`config.mk`:
```
export PLATFORM = sky130hd
export DESIGN_NAME = pwm_sample_decoder
export DESIGN_NICKNAME = d
export VERILOG_FILES = /design/src/rtl/pwm_sample_decoder.sv
export SDC_FILE = /design/constraint.sdc
export NUM_CORES = 1
export LEC_CHECK = 0
export BUFFER_PORTS_ARGS = -buffer_cell sky130_fd_sc_hd__buf_2
export CAP_MARGIN = 20
export CORE_UTILIZATION = 63
export DETAILED_ROUTE_END_ITERATION = 10
export PLACE_DENSITY_LB_ADDON = 0.05
export SLEW_MARGIN = 10
export SYNTH_ARGS = -nofsm -noshare
export SYNTH_HDL_FRONTEND = slang
export SYNTH_SLANG_ARGS = --single-unit
```
`constraint.sdc`:
```
create_clock -name clk -period 4.65 [get_ports clk]
set_clock_uncertainty 0.15 [all_clocks]
set_input_delay 0.2325 -clock clk [delete_from_list [all_inputs] [get_ports clk]]
set_output_delay 0.2325 -clock clk [all_outputs]
set_load 0.01 [all_outputs]
```
`src/rtl/pwm_sample_decoder.sv`:
```
// pwm_sample_decoder
//   Recovers SAMPLE_W-bit PCM samples from a single-bit PWM stream. It measures
//   the high-time over each PWM period of PERIOD clocks and queues the result
//   in a FIFO. The FIFO is drained through a valid/ready port.
//
//   Optional feature macro: PWM_DEC_DEGLITCH_EN
//     When defined, the synchronized input passes through a 3-tap majority
//     filter. The filter removes 1-cycle pulses and drops, and adds 2 cycles
//     of input latency.
//
//   Ports
//     clk, reset   : clock, synchronous active-high reset
//     enable       : 0 forces IDLE and clears the counters. The FIFO is untouched.
//     pwm_in       : asynchronous PWM input
//     out_data     : registered head-of-FIFO sample (0 when empty)
//     out_valid    : FIFO non-empty
//     out_ready    : consumer accepts the head when out_valid & out_ready
//     fill_level   : FIFO occupancy
//     locked       : high while measuring (MEASURE state)
//     overflow     : sticky. Set when a sample is dropped into a full FIFO.
module pwm_sample_decoder #(
  parameter int PERIOD     = 2268,
  parameter int SAMPLE_W   = 8,
  parameter int FIFO_DEPTH = 16
) (
  input  logic                          clk,
  input  logic                          reset,
  input  logic                          enable,
  input  logic                          pwm_in,
  output logic [SAMPLE_W-1:0]           out_data,
  output logic                          out_valid,
  input  logic                          out_ready,
  output logic [$clog2(FIFO_DEPTH):0]   fill_level,
  output logic                          locked,
  output logic                          overflow
);

  localparam int PC_W  = $clog2(PERIOD);
  localparam int PTR_W = $clog2(FIFO_DEPTH);
  localparam int CNT_W = PTR_W + 1;
  localparam logic [PC_W-1:0]     LAST = PC_W'(PERIOD - 1);
  localparam logic [SAMPLE_W-1:0] SAT  = '1;

  localparam logic [0:0] S_IDLE = 1'b0;
  localparam logic [0:0] S_MEAS = 1'b1;

  // ---------------- input conditioning ----------------
  logic [1:0] sync_q;
  logic       pwm_s, pwm_s_d, rise;

  always_ff @(posedge clk) begin
    if (reset) sync_q <= '0;
    else       sync_q <= {sync_q[0], pwm_in};
  end

`ifdef PWM_DEC_DEGLITCH_EN
  // The majority of three consecutive samples is registered. Clean edges
  // therefore move 2 cycles later, and any 1-cycle excursion is voted out.
  logic [1:0] hist;
  logic       filt;
  always_ff @(posedge clk) begin
    if (reset) begin
      hist <= '0;
      filt <= 1'b0;
    end else begin
      hist <= {hist[0], sync_q[1]};
      filt <= (sync_q[1] & hist[0]) | (sync_q[1] & hist[1]) | (hist[0] & hist[1]);
    end
  end
  assign pwm_s = filt;
`else
  assign pwm_s = sync_q[1];
`endif

  assign rise = pwm_s & ~pwm_s_d;

  // ---------------- measurement FSM ----------------
  logic [0:0]          state;
  logic [PC_W-1:0]     period_cnt, tmo_cnt;
  logic [SAMPLE_W-1:0] high_cnt, high_inc;
  logic                push;
  logic [SAMPLE_W-1:0] push_data;

  assign high_inc = (high_cnt == SAT) ? SAT : high_cnt + SAMPLE_W'(pwm_s);
  assign locked   = (state == S_MEAS);

  // The push is combinational, so a sample produced this cycle is visible at
  // the FIFO output on the next cycle. The last cycle of a period contributes
  // its own pwm_s to the sample through high_inc.
  always_comb begin
    push      = 1'b0;
    push_data = '0;
    if (enable) begin
      case (state)
        S_IDLE:  push = !rise && (tmo_cnt == LAST);
        S_MEAS: begin
          push      = (period_cnt == LAST);
          push_data = high_inc;
        end
        default: push = 1'b0;
      endcase
    end
  end

  always_ff @(posedge clk) begin
    if (reset) begin
      state      <= S_IDLE;
      period_cnt <= '0;
      tmo_cnt    <= '0;
      high_cnt   <= '0;
      pwm_s_d    <= 1'b0;
    end else begin
      pwm_s_d <= pwm_s;
      if (!enable) begin
        state      <= S_IDLE;
        period_cnt <= '0;
        tmo_cnt    <= '0;
        high_cnt   <= '0;
      end else begin
        case (state)
          S_IDLE: begin
            if (rise) begin
              // The rise cycle itself is the first high cycle of the period.
              state      <= S_MEAS;
              period_cnt <= PC_W'(1);
              high_cnt   <= SAMPLE_W'(1);
              tmo_cnt    <= '0;
            end else if (tmo_cnt == LAST) begin
              tmo_cnt <= '0;
            end else begin
              tmo_cnt <= tmo_cnt + PC_W'(1);
            end
          end
          S_MEAS: begin
            // Free-running after lock: later edges do not re-align the window.
            if (period_cnt == LAST) begin
              period_cnt <= '0;
              high_cnt   <= '0;
            end else begin
              period_cnt <= period_cnt + PC_W'(1);
              high_cnt   <= high_inc;
            end
          end
          default: state <= S_IDLE;
        endcase
      end
    end
  end

  // ---------------- sample FIFO ----------------
  logic [SAMPLE_W-1:0] mem [FIFO_DEPTH];
  logic [PTR_W-1:0]    wr_ptr, rd_ptr, rd_nxt;
  logic [CNT_W-1:0]    cnt_nxt;
  logic                pop, full, wr_en;
  logic [SAMPLE_W-1:0] head_nxt;

  assign pop     = out_valid & out_ready;
  assign full    = (fill_level == CNT_W'(FIFO_DEPTH));
  // When the FIFO is full, a pop in the same cycle frees the slot for the push.
  assign wr_en   = push & (~full | pop);
  assign cnt_nxt = fill_level + CNT_W'(wr_en) - CNT_W'(pop);
  assign rd_nxt  = pop ? rd_ptr + PTR_W'(1) : rd_ptr;
  // If the entry being written becomes the head, forward it. This keeps
  // out_data registered with a single cycle of latency.
  assign head_nxt = (wr_en && wr_ptr == rd_nxt) ? push_data : mem[rd_nxt];

  always_ff @(posedge clk) begin
    if (wr_en) mem[wr_ptr] <= push_data;
  end

  always_ff @(posedge clk) begin
    if (reset) begin
      wr_ptr     <= '0;
      rd_ptr     <= '0;
      fill_level <= '0;
      out_valid  <= 1'b0;
      out_data   <= '0;
      overflow   <= 1'b0;
    end else begin
      if (wr_en) wr_ptr <= wr_ptr + PTR_W'(1);
      rd_ptr     <= rd_nxt;
      fill_level <= cnt_nxt;
      out_valid  <= (cnt_nxt != '0);
      out_data   <= (cnt_nxt != '0) ? head_nxt : '0;
      if (push && full && !pop) overflow <= 1'b1;
    end
  end

endmodule

```
; ---- Word level (Yosys, flattened, before mapping)
; Memories as Yosys holds them, arrays and structs flattened. A register that Yosys moved wholly into a read port is not among the register bits.
; Index checks and enable logic that the tools add are counted.
; Widths: inputs -> output; s select.
[word_totals]
register_bits = 51
input_bits = 5
output_inout_bits = 16
elab_cells = 59
n_memories = 1
ramBits = 128
[op_classes]
n_addsub = 7
eq_ne = 5
muxes = 18
reduce_logical = 8
bitwise_logic = 9
[memory_table]
columns = memory, words, width, read_ports, rd_ports_with_merged_regs, wr, line
row1 = mem, 16, 8, 1, 1, 1, 151  ; logic [SAMPLE_W-1:0] mem [FIFO_DEPTH];
[op_table]
columns = cell, n
row1 = $mux 12, 4
row2 = $mux 8, 5
row3 = $add 12x1->12 const B, 2
row4 = $eq 12x12->1 const B, 2
row5 = $pmux 12 s2, 1
row6 = $pmux 8 s2, 1
row7 = $add 4x1->4 const B, 2
row8 = $add 8x1->8, 1
row9 = $eq 8x8->1 const B, 1
row10 = $add 5x1->5, 1
row11 = $eq 5x5->1 const B, 1
row12 = $mux 1, 5
row13 = $not 1->1, 5
row14 = $reduce_bool 5->1, 1
row15 = $sub 5x1->5, 1
row16 = $mux 4, 1
row17 = $reduce_or 2->1, 2
row18 = $and 1x1->1, 3
row19 = $logic_and 1x1->1, 3
row20 = $logic_not 1->1, 2
row21 = $ne 2x2->1 const B, 1
row22 = $pmux 1 s2, 1
row23 = $or 1x1->1, 1

; ---- Depth between registers and ports, before layout
; Gate-level depths: netlist of run 1.
[logic_depth]
ltp_word = 12
depth_mapped = 18
ltp_nobuf = 16

; ---- Worst setup path before layout of run 1
; No wires, ideal clock.
[synth_timing]
kind = reg2reg
startpoint = reg period_cnt[0]
endpoint = reg out_data[2], read port of mem
period_less_slack_ps = 3547
setup_ps = 60
arrival_time_ps = 3337
slack_ps = 1103
path_buffers = 2
required_ps = 4440
stages_incl_launch_ff = 19
path_cell_list = dfxtp_1 -> ha_1 -> and4b_1 -> and4_1 -> buf_2 -> a22o_1 -> and2_0 -> clkbuf_1 -> nand2_1 -> nand2_1 -> ha_1 -> inv_1 -> fa_1 -> inv_1 -> a21oi_1 -> o21bai_1 -> xor2_1 -> a31oi_1 -> o211a_1
[synth_via]
elab_chain_len = 9
[synth_lines]
columns = item, line
row1 = "start, declared", 79  ; logic [PC_W-1:0] period_cnt, tmo_cnt;
row2 = "start signal, assigned", 140  ; period_cnt <= period_cnt + PC_W'(1);
row3 = $eq 12x12->1, 97  ; push = (period_cnt == LAST);
row4 = $pmux 1 s2, 94  ; case (state)
row5 = $mux 1, 93  ; if (enable) begin
row6 = $and 1x1->1, 160  ; assign wr_en = push & (~full | pop);
row7 = $add 5x1->5, 161  ; assign cnt_nxt = fill_level + CNT_W'(wr_en) - CNT_W'(pop);
row8 = $sub 5x1->5, 161
row9 = $reduce_bool 5->1, 184  ; out_data <= (cnt_nxt != '0) ? head_nxt : '0;
row10 = $not 1->1 (no source line), n/a
row11 = $reduce_or 2->1 (no source line), n/a
row12 = "end, declared", 30  ; output logic [SAMPLE_W-1:0] out_data,
; No other way between the ends.
; A chain may end at the register's enable or synchronous reset.

; ---- Final worst setup path of run 1
[layout_timing]
startpoint = reg period_cnt[0]
endpoint = reg out_data[7], read port of mem
; The elaborated chain is that of the path after synthesis.

==> results of run 1 <==
==> flip-flops by register name, summed over array words and instances (netlist names) <==
| signal | flops |
|---|---|
| fill_level | 5 |
| high_cnt | 8 |
| locked | 1 |
| mem | 128 |
| out_data | 8 |
| out_valid | 1 |
| overflow | 1 |
| period_cnt | 12 |
| pwm_s_d | 1 |
| rd_ptr | 4 |
| sync_q | 2 |
| tmo_cnt | 12 |
| wr_ptr | 4 |
==> placed cells by master, fill, tap and decap left out, types with 5 or more instances in the layout <==
cell type	instances
a211oi_1	29
a31oi_1	5
o211a_1	8
a21o_1	5
buf_2	20
mux4_2	13
mux2i_1	67
xor2_1	8
buf_4	21
inv_1	12
or4_1	5
nand3b_1	7
nor2b_1	11
o21ai_0	28
a21oi_1	38
nor2_1	69
edfxtp_1	128
xnor2_1	8
nor3_1	8
clkbuf_16	17
nand2_1	34
dfxtp_1	58
and3_1	37
nand3_1	17
nand2b_1	6
ha_1	14
o211ai_1	7
==> power breakdown <==
group	switching, mW	leakage, nW	total, mW	internal (mW)
Sequential	0.0484	1.94	1.84	1.79
Combinational	0.416	1.47	0.677	0.261
Clock	0.622	0.263	1.36	0.740
Total	1.09	3.68	3.88	2.79
==> layer usage <==
layer	GRT usage (%)	wire length (um)	vias up	part of all wire [%]
li1	-	-	2832	-
met1	40.8	9010	3017	44
met2	48.0	9980	243	48
met3	5.59	1360	29	6.6
met4	10.3	338	0	1.6
met5	0	0	-	0
==> what timing repair did <==
item | 4_1_cts | 5_1_grt
gates resized for setup | 0 | 1
endpoints found under the setup margin | 0 | 6
hold buffers | 1 | 0
hold endpoints to repair | 1 | 0
==> worst min path at each step <==
| stage | end | slack, ns | depth (start not counted) |
|---|---|---|---|
| 5_1_grt | overflow | 0.05 | 2 |
| 3_3_place_gp | sync_q[1] | 0.27 | 1 |
| 3_5_place_dp | sync_q[1] | 0.29 | 1 |
| 2_1_floorplan | sync_q[0] | 0.21 | 1 |
| 6_report | overflow | 0.04 | 2 |
| 4_1_cts | fill_level[3] | 0.02 | 2 |
==> logic make-up (layout without fill, tap and decap cells) <==
logic type | Yosys count | after routing | share of synthesized area [%]
simple gates | 225 | 225 | 13.4
xor+xnor | 20 | 20 | 2.44
fa+ha+maj | 15 | 15 | 2.17
flops | 187 | 187 | 56.0
mux | 81 | 81 | 10.9
compound gates | 151 | 151 | 11.8
buf+inv | 56 | 87 | 3.33
==> area by class of cell <==
class                   count  area share [%]
flip-flops and latches    187            51.3
multi-input cells         492            37.4
clock buffers              19            4.42
repair buffers             43            2.89
well taps                 180            2.30
clock inverters            13            1.21
inverters                  12           0.460
==> worst max-delay path: cells and delay by family (launching register included) <==
kind / cells / cell delay, ns
adders and majority gates: 3 / 0.82
xor gates and xnor gates: 1 / 0.17
buffers and inverters: 2 / 0.14
DFF: 1 / 0.37
and+or+nand+nor: 5 / 1.15
AOI/OAI and AO/OA: 5 / 1.31
==> through the flow <==
step                      std cells  cell area (um2)
final                           946             9790
after CTS                       945             9770
after detailed placement        912             9210
after floorplan                 735             8980
after global placement          912             9210
after global routing            946             9790
==> run_results.csv, run 1 <==
group,metric,value,unit
critical_path,path_max_fanout,16,
worst_hold_path,hp-class,"in -> reg",
timing,fin_ws,0.476,ns
timing,setup_tns,0,ns
logic_synthesis,synth.avg_cell_area,12.2,um2
critical_path,critical_path_class,"reg -> reg",
cts,post_cts_buffers,0,
critical_path,crit_path_cell_trace,"ha_1, and4b_1, and4_1, nand2b_1, o211a_1, nand2b_1, nand2_1, ha_1, inv_1, fa_1, inv_1, a21oi_1, o21bai_1, xor2_1, a31oi_2, o211a_1",
grt,grt_max_degree,37,
critical_path,cp-end-kind,"flop",
logic_synthesis,postSynthCellCount,735,
placed_design,dp_slack,0.391,ns
logic_synthesis,synth_top_area_cell,"edfxtp_1",
grt,grt_pass1_wl,32000,um
finish,multi_input_area,3660,um2
logic_synthesis,synthTopCellsByArea,"edfxtp_1 43%, dfxtp_1 13%, mux2i_1 7.5%, mux4_2 3.3%, nor2_1 2.9%",
cts,htreeDepth,4,
routing,totalWireLength,20700,um
cts,cts_tree,"yes",
logic_synthesis,ys_types,76,
placed_design,dp_hpwl,13700,um
timing,whs,0.0359,ns
routing,drt-initial-drc-count,658,
cts,clockBufferDepth,2,
logic_synthesis,syn_nets,755,
placed_design,port_buffers,20,
floorplanning,die_h,121,um
timing,setup_viol,0,
grt,grt_pass1_vias,5785,
critical_path,crit_end,"out_data[7]",
worst_hold_path,worstHoldStart,"reset",
timing,drv_slew,0,
cts,numCtsBuffers,17,
cts,clk-insertion-delay-late,0.44,ns
critical_path,cpMaxStageDelayCell,"a31oi_2",
logic_synthesis,ys_seq_elements,187,
logic_synthesis,yosys_warnings,0,
critical_path,timing.rr.end,"out_data[7]",
routing,antenna_left,0,
flow_run,cap_violations,0,
critical_path,worstPathRequired,4.87,ns
logic_synthesis,synth-edff-count,128,
finish,diodes,0,
power,power,3.88,mW
floorplanning,std_cell_rows,43,
floorplanning,ios,21,
power,vdd_drop_max,361,uV
placed_design,gp_congestion,0.847,
finish,final_nets,773,
timing,worst_pin_slew,1.10,ns
critical_path,r2r-start,"period_cnt[0]",
logic_synthesis,ys_async_sr_fraction,0,%
floorplanning,fp.dieArea,14700,um2
finish,fillers,960,
critical_path,slowest_delay,0.46,ns
logic_synthesis,synth_common_cells,"128 x edfxtp_1, 69 x nor2_1, 67 x mux2i_1",
critical_path,r2r_cells,16,
status,status,"finished clean",
logic_synthesis,syn_area,8980,um2
finish,regArea,5030,um2
grt,antenna_found_initial,0,
logic_synthesis,synth_top_area_share,42.8,%
timing,finalCritPeriodShare,89.8,%
critical_path,critPathLaunch,"period_cnt[0]",
critical_path,arrival,4.40,ns
cts,cts.sinks,187,
power,p_leak,3.68,nW
timing,max_freq,240,MHz
critical_path,reg2reg_setup_slack,0.48,ns
routing,vias,6121,
grt,grt_overflow,0,
timing,hold_violations,0,
floorplanning,core,13900,um2
timing,rsz0062_at_grt,"no",
grt,grt_usage,29.9,%
timing,relSlewSlack,26.5,%
cts,path_clk_slew,0.07,ns
critical_path,start_kind,"flop",
logic_synthesis,synth_most_common_cell,"edfxtp_1",
floorplanning,die_w,121,um
floorplanning,start_util,64.7,%
routing,wire_per_inst,21.9,um
finish,synthToLayoutAreaGrowth,9.06,%
timing,period_minus_slack,4.17,ns
power,power.density,396,nW/um2
routing,drc,0,
finish,post-route-util,70.5,%
routing,vias_per_cell,6.47,
logic_synthesis,yosysSeqAreaShare,56.0,%
logic_synthesis,synth_ff_type,"edfxtp_1",
routing,first_pass_iters,5,
cts,cts_root_buffer,"clkbuf_16",
finish,drive_gt1_share,13.2,%
Note: power is estimated with default switching activity, not from simulation.
==> run 2: changes to the inputs <==
==> constraint.sdc (replaced) <==
create_clock -name clk -period 4.7 [get_ports clk]
set_clock_uncertainty 0.15 [all_clocks]
set_input_delay 0.235 -clock clk [delete_from_list [all_inputs] [get_ports clk]]
set_output_delay 0.235 -clock clk [all_outputs]
set_load 0.01 [all_outputs]
==> run 2 against run 1 <==
  * Clock power is essentially flat
  * Utilization fell by 0.063 points
  * Count of clock-buffer cells in the layout shrank 1
  * Sequential cell count unchanged
  * Combinational power fell by 2%
  * Sequential power is essentially flat
  * Via count is 0.11% higher
  * First-iteration DRC count is 8.7% lower
  * Final cell count decreased by 0.42%
  * Critical path depth is the same
  * Register-to-register slack improved by 0.02 ns
  * Maximum frequency is 0.74% lower
  * Critical path type unchanged
  * Critical endpoint is now out_data[0]
==> run_results.csv, run 2 (synthesis gave the netlist of run 1 again) <==
group,metric,value,unit
placed_design,gp_congestion,0.813,
critical_path,crit_end,"out_data[0]",
routing,totalWireLength,20000,um
placed_design,port_buffers,20,
finish,layout.cells.non_filler,942,
finish,diodes,0,
grt,grt_max_degree,37,
finish,post-route-util,70.5,%
routing,antenna_left,0,
critical_path,path_max_fanout,16,
status,status,"finished clean",
timing,relSlewSlack,31.7,%
critical_path,crit_cells,16,
grt,grt_pass1_vias,5867,
floorplanning,ios,21,
cts,post_cts_buffers,0,
routing,first_pass_iters,6,
floorplanning,die_w,121,um
routing,vias,6128,
finish,largest_register_ffs,128,
timing,setup_tns,0,ns
cts,clockBufferDepth,2,
worst_hold_path,hp-class,"in -> reg",
cts,cts_root_buffer,"clkbuf_16",
routing,wire_per_inst,21.2,um
critical_path,cp-end-kind,"flop",
grt,grt_overflow,0,
critical_path,slowest_delay,0.54,ns
critical_path,path_delay_family,"compound AO/OA/AOI/OAI gates",
cts,path_clk_slew,0.07,ns
timing,finalCritPeriodShare,89.5,%
floorplanning,die_h,121,um
grt,grt_usage,28.9,%
critical_path,timing.rr.end,"out_data[0]",
finish,stdcell_area,9780,um2
critical_path,cp_num_buf_inv,2,
critical_path,critical_path_class,"reg -> reg",
critical_path,r2r_cells,16,
placed_design,placed_cells,908,
routing,vias_per_cell,6.51,
finish,final_cell_mix,"128 x edfxtp_1, 69 x nor2_1, 67 x mux2i_1",
floorplanning,start_util,64.7,%
critical_path,reg2reg_setup_slack,0.49,ns
grt,antenna_found_initial,0,
critical_path,r2r-start,"period_cnt[0]",
cts,cts.sinks,187,
critical_path,arrival,4.44,ns
cts,htreeDepth,4,
power,p_leak,3.67,nW
power,vdd_drop_max,258,uV
critical_path,start_kind,"flop",
timing,drv_slew,0,
routing,drc,0,
timing,max_freq,238,MHz
finish,drive_gt1_share,13.3,%
timing,worst_pin_slew,1.02,ns
critical_path,worstPathRequired,4.93,ns
timing,rsz0062_at_grt,"no",
finish,largestRegisters,"mem: 128 flops, period_cnt: 12 flops, tmo_cnt: 12 flops",
floorplanning,fp.dieArea,14700,um2
critical_path,critPathLaunch,"period_cnt[0]",
finish,synthToLayoutAreaGrowth,8.96,%
finish,final_nets,770,
routing,drt-initial-drc-count,601,
cts,clk-insertion-delay-late,0.44,ns
critical_path,cpMaxStageDelayCell,"a31oi_2",
critical_path,crit_path_cell_trace,"ha_1, and4b_1, and4_1, nand2b_1, o211a_1, nand2b_1, nand2_1, ha_1, inv_1, fa_1, inv_1, a21oi_1, o21bai_1, xor2_1, a31oi_2, o211a_1",
finish,top_register,"mem",
cts,cts_tree,"yes",
timing,hold_violations,0,
floorplanning,std_cell_rows,43,
finish,final_common_cell,"edfxtp_1",
timing,setup_viol,0,
floorplanning,core,13900,um2
grt,grt_pass1_wl,31200,um
placed_design,placed_area,9190,um2
finish,fillers,980,
power,power.density,390,nW/um2
placed_design,dp_hpwl,13400,um
cts,numCtsBuffers,17,
timing,period_minus_slack,4.21,ns
flow_run,cap_violations,0,
## run 2: cell types whose count changed in the layout (fill, tap and decap cells not counted), sizes merged
cell / before / now
buf: 42 / 39
clkinvlp: 2 / 4
clkbuf: 19 / 18
clkinv: 7 / 6
inv: 15 / 14
## run 2: worst reg2reg max path, delay by kind of cell (launching register included)
| kind | cells | cell delay, ns |
|---|---|---|
| and+or+nand+nor | 5 | 1.19 |
| adders and majority gates | 3 | 0.80 |
| AOI/OAI and AO/OA | 5 | 1.34 |
| xor gates and xnor gates | 1 | 0.16 |
| buffers and inverters | 2 | 0.13 |
| DFF | 1 | 0.36 |
## run 2: per-stage QoR
step / setup slack (ns) / hold WS, ns / total power, mW
global placement: 0.550 / 0.273 / 2.47
global route: 0.170 / 0.0507 / 3.94
CTS: 0.312 / 0.0140 / 3.81
finish: 0.494 / 0.0373 / 3.81
detailed placement: 0.365 / 0.284 / 2.48
floorplan: 1.15 / 0.213 / 2.33
## run 2: how the worst min path moves through the flow
stage	end	cells after the start	startpoint
6_report	fill_level[1]	2	reset
5_1_grt	fill_level[1]	2	reset
4_1_cts	fill_level[1]	2	reset
3_5_place_dp	sync_q[1]	1	sync_q[0]
3_3_place_gp	sync_q[1]	1	sync_q[0]
2_1_floorplan	sync_q[0]	1	pwm_in
## run 2: layout make-up
type                    count  area [um2]  area share [%]
flip-flops and latches    187        5030            51.4
multi-input cells         492        3670            37.5
clock buffers              18         429            4.39
repair buffers             40         260            2.66
well taps                 180         225            2.30
clock inverters            13         123            1.25
inverters                  12        45.0           0.461
## run 2: routing by layer
layer | vias up | global-route usage [%] | part of all wire, % | routed length [um]
met4 | 0 | 10.6 | 2.0 | 404
met5 | - | 0 | 0 | 0
met3 | 35 | 4.65 | 5.6 | 1120
met2 | 208 | 45.9 | 48 | 9640
li1 | 2829 | - | - | -
met1 | 3056 | 40.2 | 44 | 8820
## run 2: what timing repair did
item / 4_1_cts / 5_1_grt
hold buffers: 1 / 0
setup endpoints to repair: 0 / 7
hold endpoints to repair: 1 / 0
resized for setup: 0 / 1
## run 2: power breakdown
group          internal, mW  switching [mW]
Sequential             1.77          0.0332
Clock                 0.729           0.616
Combinational         0.254           0.406
Total                  2.76            1.06
==> run 3: changes to the inputs <==
--- a/config.mk
+++ b/config.mk
@@ -7,7 +7,7 @@
 export LEC_CHECK = 0
 export BUFFER_PORTS_ARGS = -buffer_cell sky130_fd_sc_hd__buf_2
 export CAP_MARGIN = 20
-export CORE_UTILIZATION = 63
+export CORE_UTILIZATION = 45
 export DETAILED_ROUTE_END_ITERATION = 10
 export PLACE_DENSITY_LB_ADDON = 0.05
 export SLEW_MARGIN = 10
==> run 3 against run 2 <==
  * Worst setup slack got worse by 0.059 ns
  * Count of clock-buffer cells in the layout down 1
  * Sequential cell count did not move
  * Maximum frequency fell by 1.4%
  * Critical path type unchanged
  * Critical endpoint is now out_data[5]
  * Largest cell class unchanged
==> run_results.csv, run 3 (synthesis gave the netlist of run 1 again) <==
group,metric,value,unit
cts,path_clk_slew,0.07,ns
finish,fillers,1744,
cts,numCtsBuffers,17,
flow_run,cap_violations,0,
grt,grt_overflow,0,
finish,post-route-util,51.0,%
grt,grt_max_degree,37,
power,clkPwrFrac,37.9,%
worst_hold_path,worstHoldEndpoint,"fill_level[1]",
placed_design,dp_hpwl,14700,um
timing,max_freq,234,MHz
timing,rsz0062_at_grt,"no",
floorplanning,fp.dieArea,20500,um2
finish,largest_register_ffs,128,
cts,htreeDepth,4,
floorplanning,ios,21,
cts,cts.sinks,187,
floorplanning,core,19500,um2
placed_design,port_buffers,20,
placed_design,gp_congestion,0.814,
timing,relSlewSlack,28.6,%
routing,wire_per_inst,21.2,um
power,swShare,27.4,%
timing,drv_slew,0,
cts,cts_tree,"yes",
critical_path,r2r_cells,16,
power,power,3.96,mW
timing,period_minus_slack,4.27,ns
critical_path,cp-end-kind,"flop",
timing,setup_tns,0,ns
routing,vias,5937,
routing,first_pass_iters,5,
critical_path,worstPathRequired,4.92,ns
worst_hold_path,holdPathStages,2,
finish,final_common_cell,"edfxtp_1",
finish,regArea,5030,um2
routing,drc,0,
cts,cts_root_buffer,"clkbuf_16",
placed_design,placed_cells,997,
power,power.density,398,nW/um2
floorplanning,std_cell_rows,51,
timing,worst_pin_slew,1.07,ns
critical_path,reg2reg_setup_slack,0.43,ns
grt,grt_usage,22.5,%
critical_path,path_max_fanout,8,
grt,grt_pass1_vias,5900,
floorplanning,die_w,143,um
critical_path,r2r-start,"period_cnt[0]",
finish,diodes,0,
finish,largestRegisters,"mem: 128 flops, period_cnt: 12 flops, tmo_cnt: 12 flops",
critical_path,timing.rr.end,"out_data[5]",
timing,hold_violations,0,
finish,layout.cells.non_filler,1032,
worst_hold_path,hp-class,"in -> reg",
power,seqPwrFrac,45.7,%
finish,synthToLayoutAreaGrowth,11.0,%
timing,whs,0.0518,ns
routing,totalWireLength,21800,um
routing,vias_per_cell,5.75,
timing,finalCritPeriodShare,90.7,%
timing,setup_viol,0,
routing,drt-initial-drc-count,405,
power,p_leak,3.72,nW
power,power.switching,1.09,mW
critical_path,start_kind,"flop",
cts,clk-insertion-delay-late,0.43,ns
worst_hold_path,worstHoldStart,"reset",
finish,final_cell_mix,"128 x edfxtp_1, 69 x nor2_1, 67 x mux2i_1",
grt,grt_pass1_wl,33700,um
critical_path,arrival,4.49,ns
cts,post_cts_buffers,0,
grt,antenna_found_initial,0,
power,p_int,2.88,mW
finish,top_register,"mem",
routing,antenna_left,0,
power,comb_power_share,16.5,%
power,vdd_drop_max,250,uV
cts,clockBufferDepth,2,
floorplanning,die_h,143,um
finish,final_nets,774,
finish,multi_input_area,3650,um2
floorplanning,start_util,46.0,%
status,status,"finished clean",
critical_path,critical_path_class,"reg -> reg",
finish,drive_gt1_share,13.7,%
==> run 3: what timing repair did <==
| action | CTS | global route |
|---|---|---|
| endpoints found under the hold margin | 1 | 0 |
| gates resized for setup | 0 | 0 |
| hold buffers | 1 | 0 |
==> run 3: worst max-delay path, stage by stage, from the launching register on <==
cell      delay (ns)
dfxtp_1         0.43
ha_1            0.23
and4b_1         0.19
and4_1          0.31
a22o_1          0.29
and2_0          0.35
nand2_1         0.09
nand2_1         0.07
ha_1            0.15
inv_1           0.05
fa_1            0.40
inv_1           0.07
a21oi_1         0.06
o21bai_1        0.24
xor2_1          0.15
a31oi_1         0.70
o211a_1         0.27
==> run 3: power by group through the flow <==
stage	Clock, mW	Sequential, mW	Combinational (mW)
after global placement	0	1.85	0.645
final	1.50	1.81	0.652
after floorplan	0	1.85	0.484
after detailed placement	0	1.85	0.654
after global routing	1.58	1.81	0.710
after CTS	1.52	1.81	0.658
==> run 3: area by class of cell <==
class                           count  share of cell area, %
Multi-Input combinational cell    492                   36.7
Clock inverter                     15                   1.91
Timing Repair Buffer               44                   2.91
Inverter                           12                  0.452
Clock buffer                       17                   4.27
Tap cell                          265                   3.33
Sequential cell                   187                   50.5
==> run 3: how the worst max path moves through the flow <==
| stage | from | to | slack, ns | cells after the start |
|---|---|---|---|---|
| final | period_cnt[0] | out_data[5] | 0.43 | 16 |
| after global routing | period_cnt[0] | out_data[5] | 0.13 | 16 |
| after CTS | period_cnt[0] | out_data[5] | 0.42 | 16 |
| after detailed placement | period_cnt[0] | out_data[4] | 0.46 | 16 |
| after global placement | period_cnt[0] | out_data[4] | 0.63 | 16 |
| after floorplan | period_cnt[0] | out_data[2] | 1.15 | 18 |
==> run 3: through the flow <==
stage          worst slack, ns  instance area, um2
3_3_place_gp             0.628                9310
3_5_place_dp             0.455                9310
2_1_floorplan             1.15                8980
5_1_grt                  0.128                9960
4_1_cts                  0.420                9940
6_report                 0.435                9960
==> run 3: layer usage <==
layer | global-route usage, % | share of wire [%]
met1 | 29.5 | 46
met2 | 37.8 | 49
met3 | 3.29 | 3.5
met4 | 8.01 | 1.6
met5 | 0 | 0
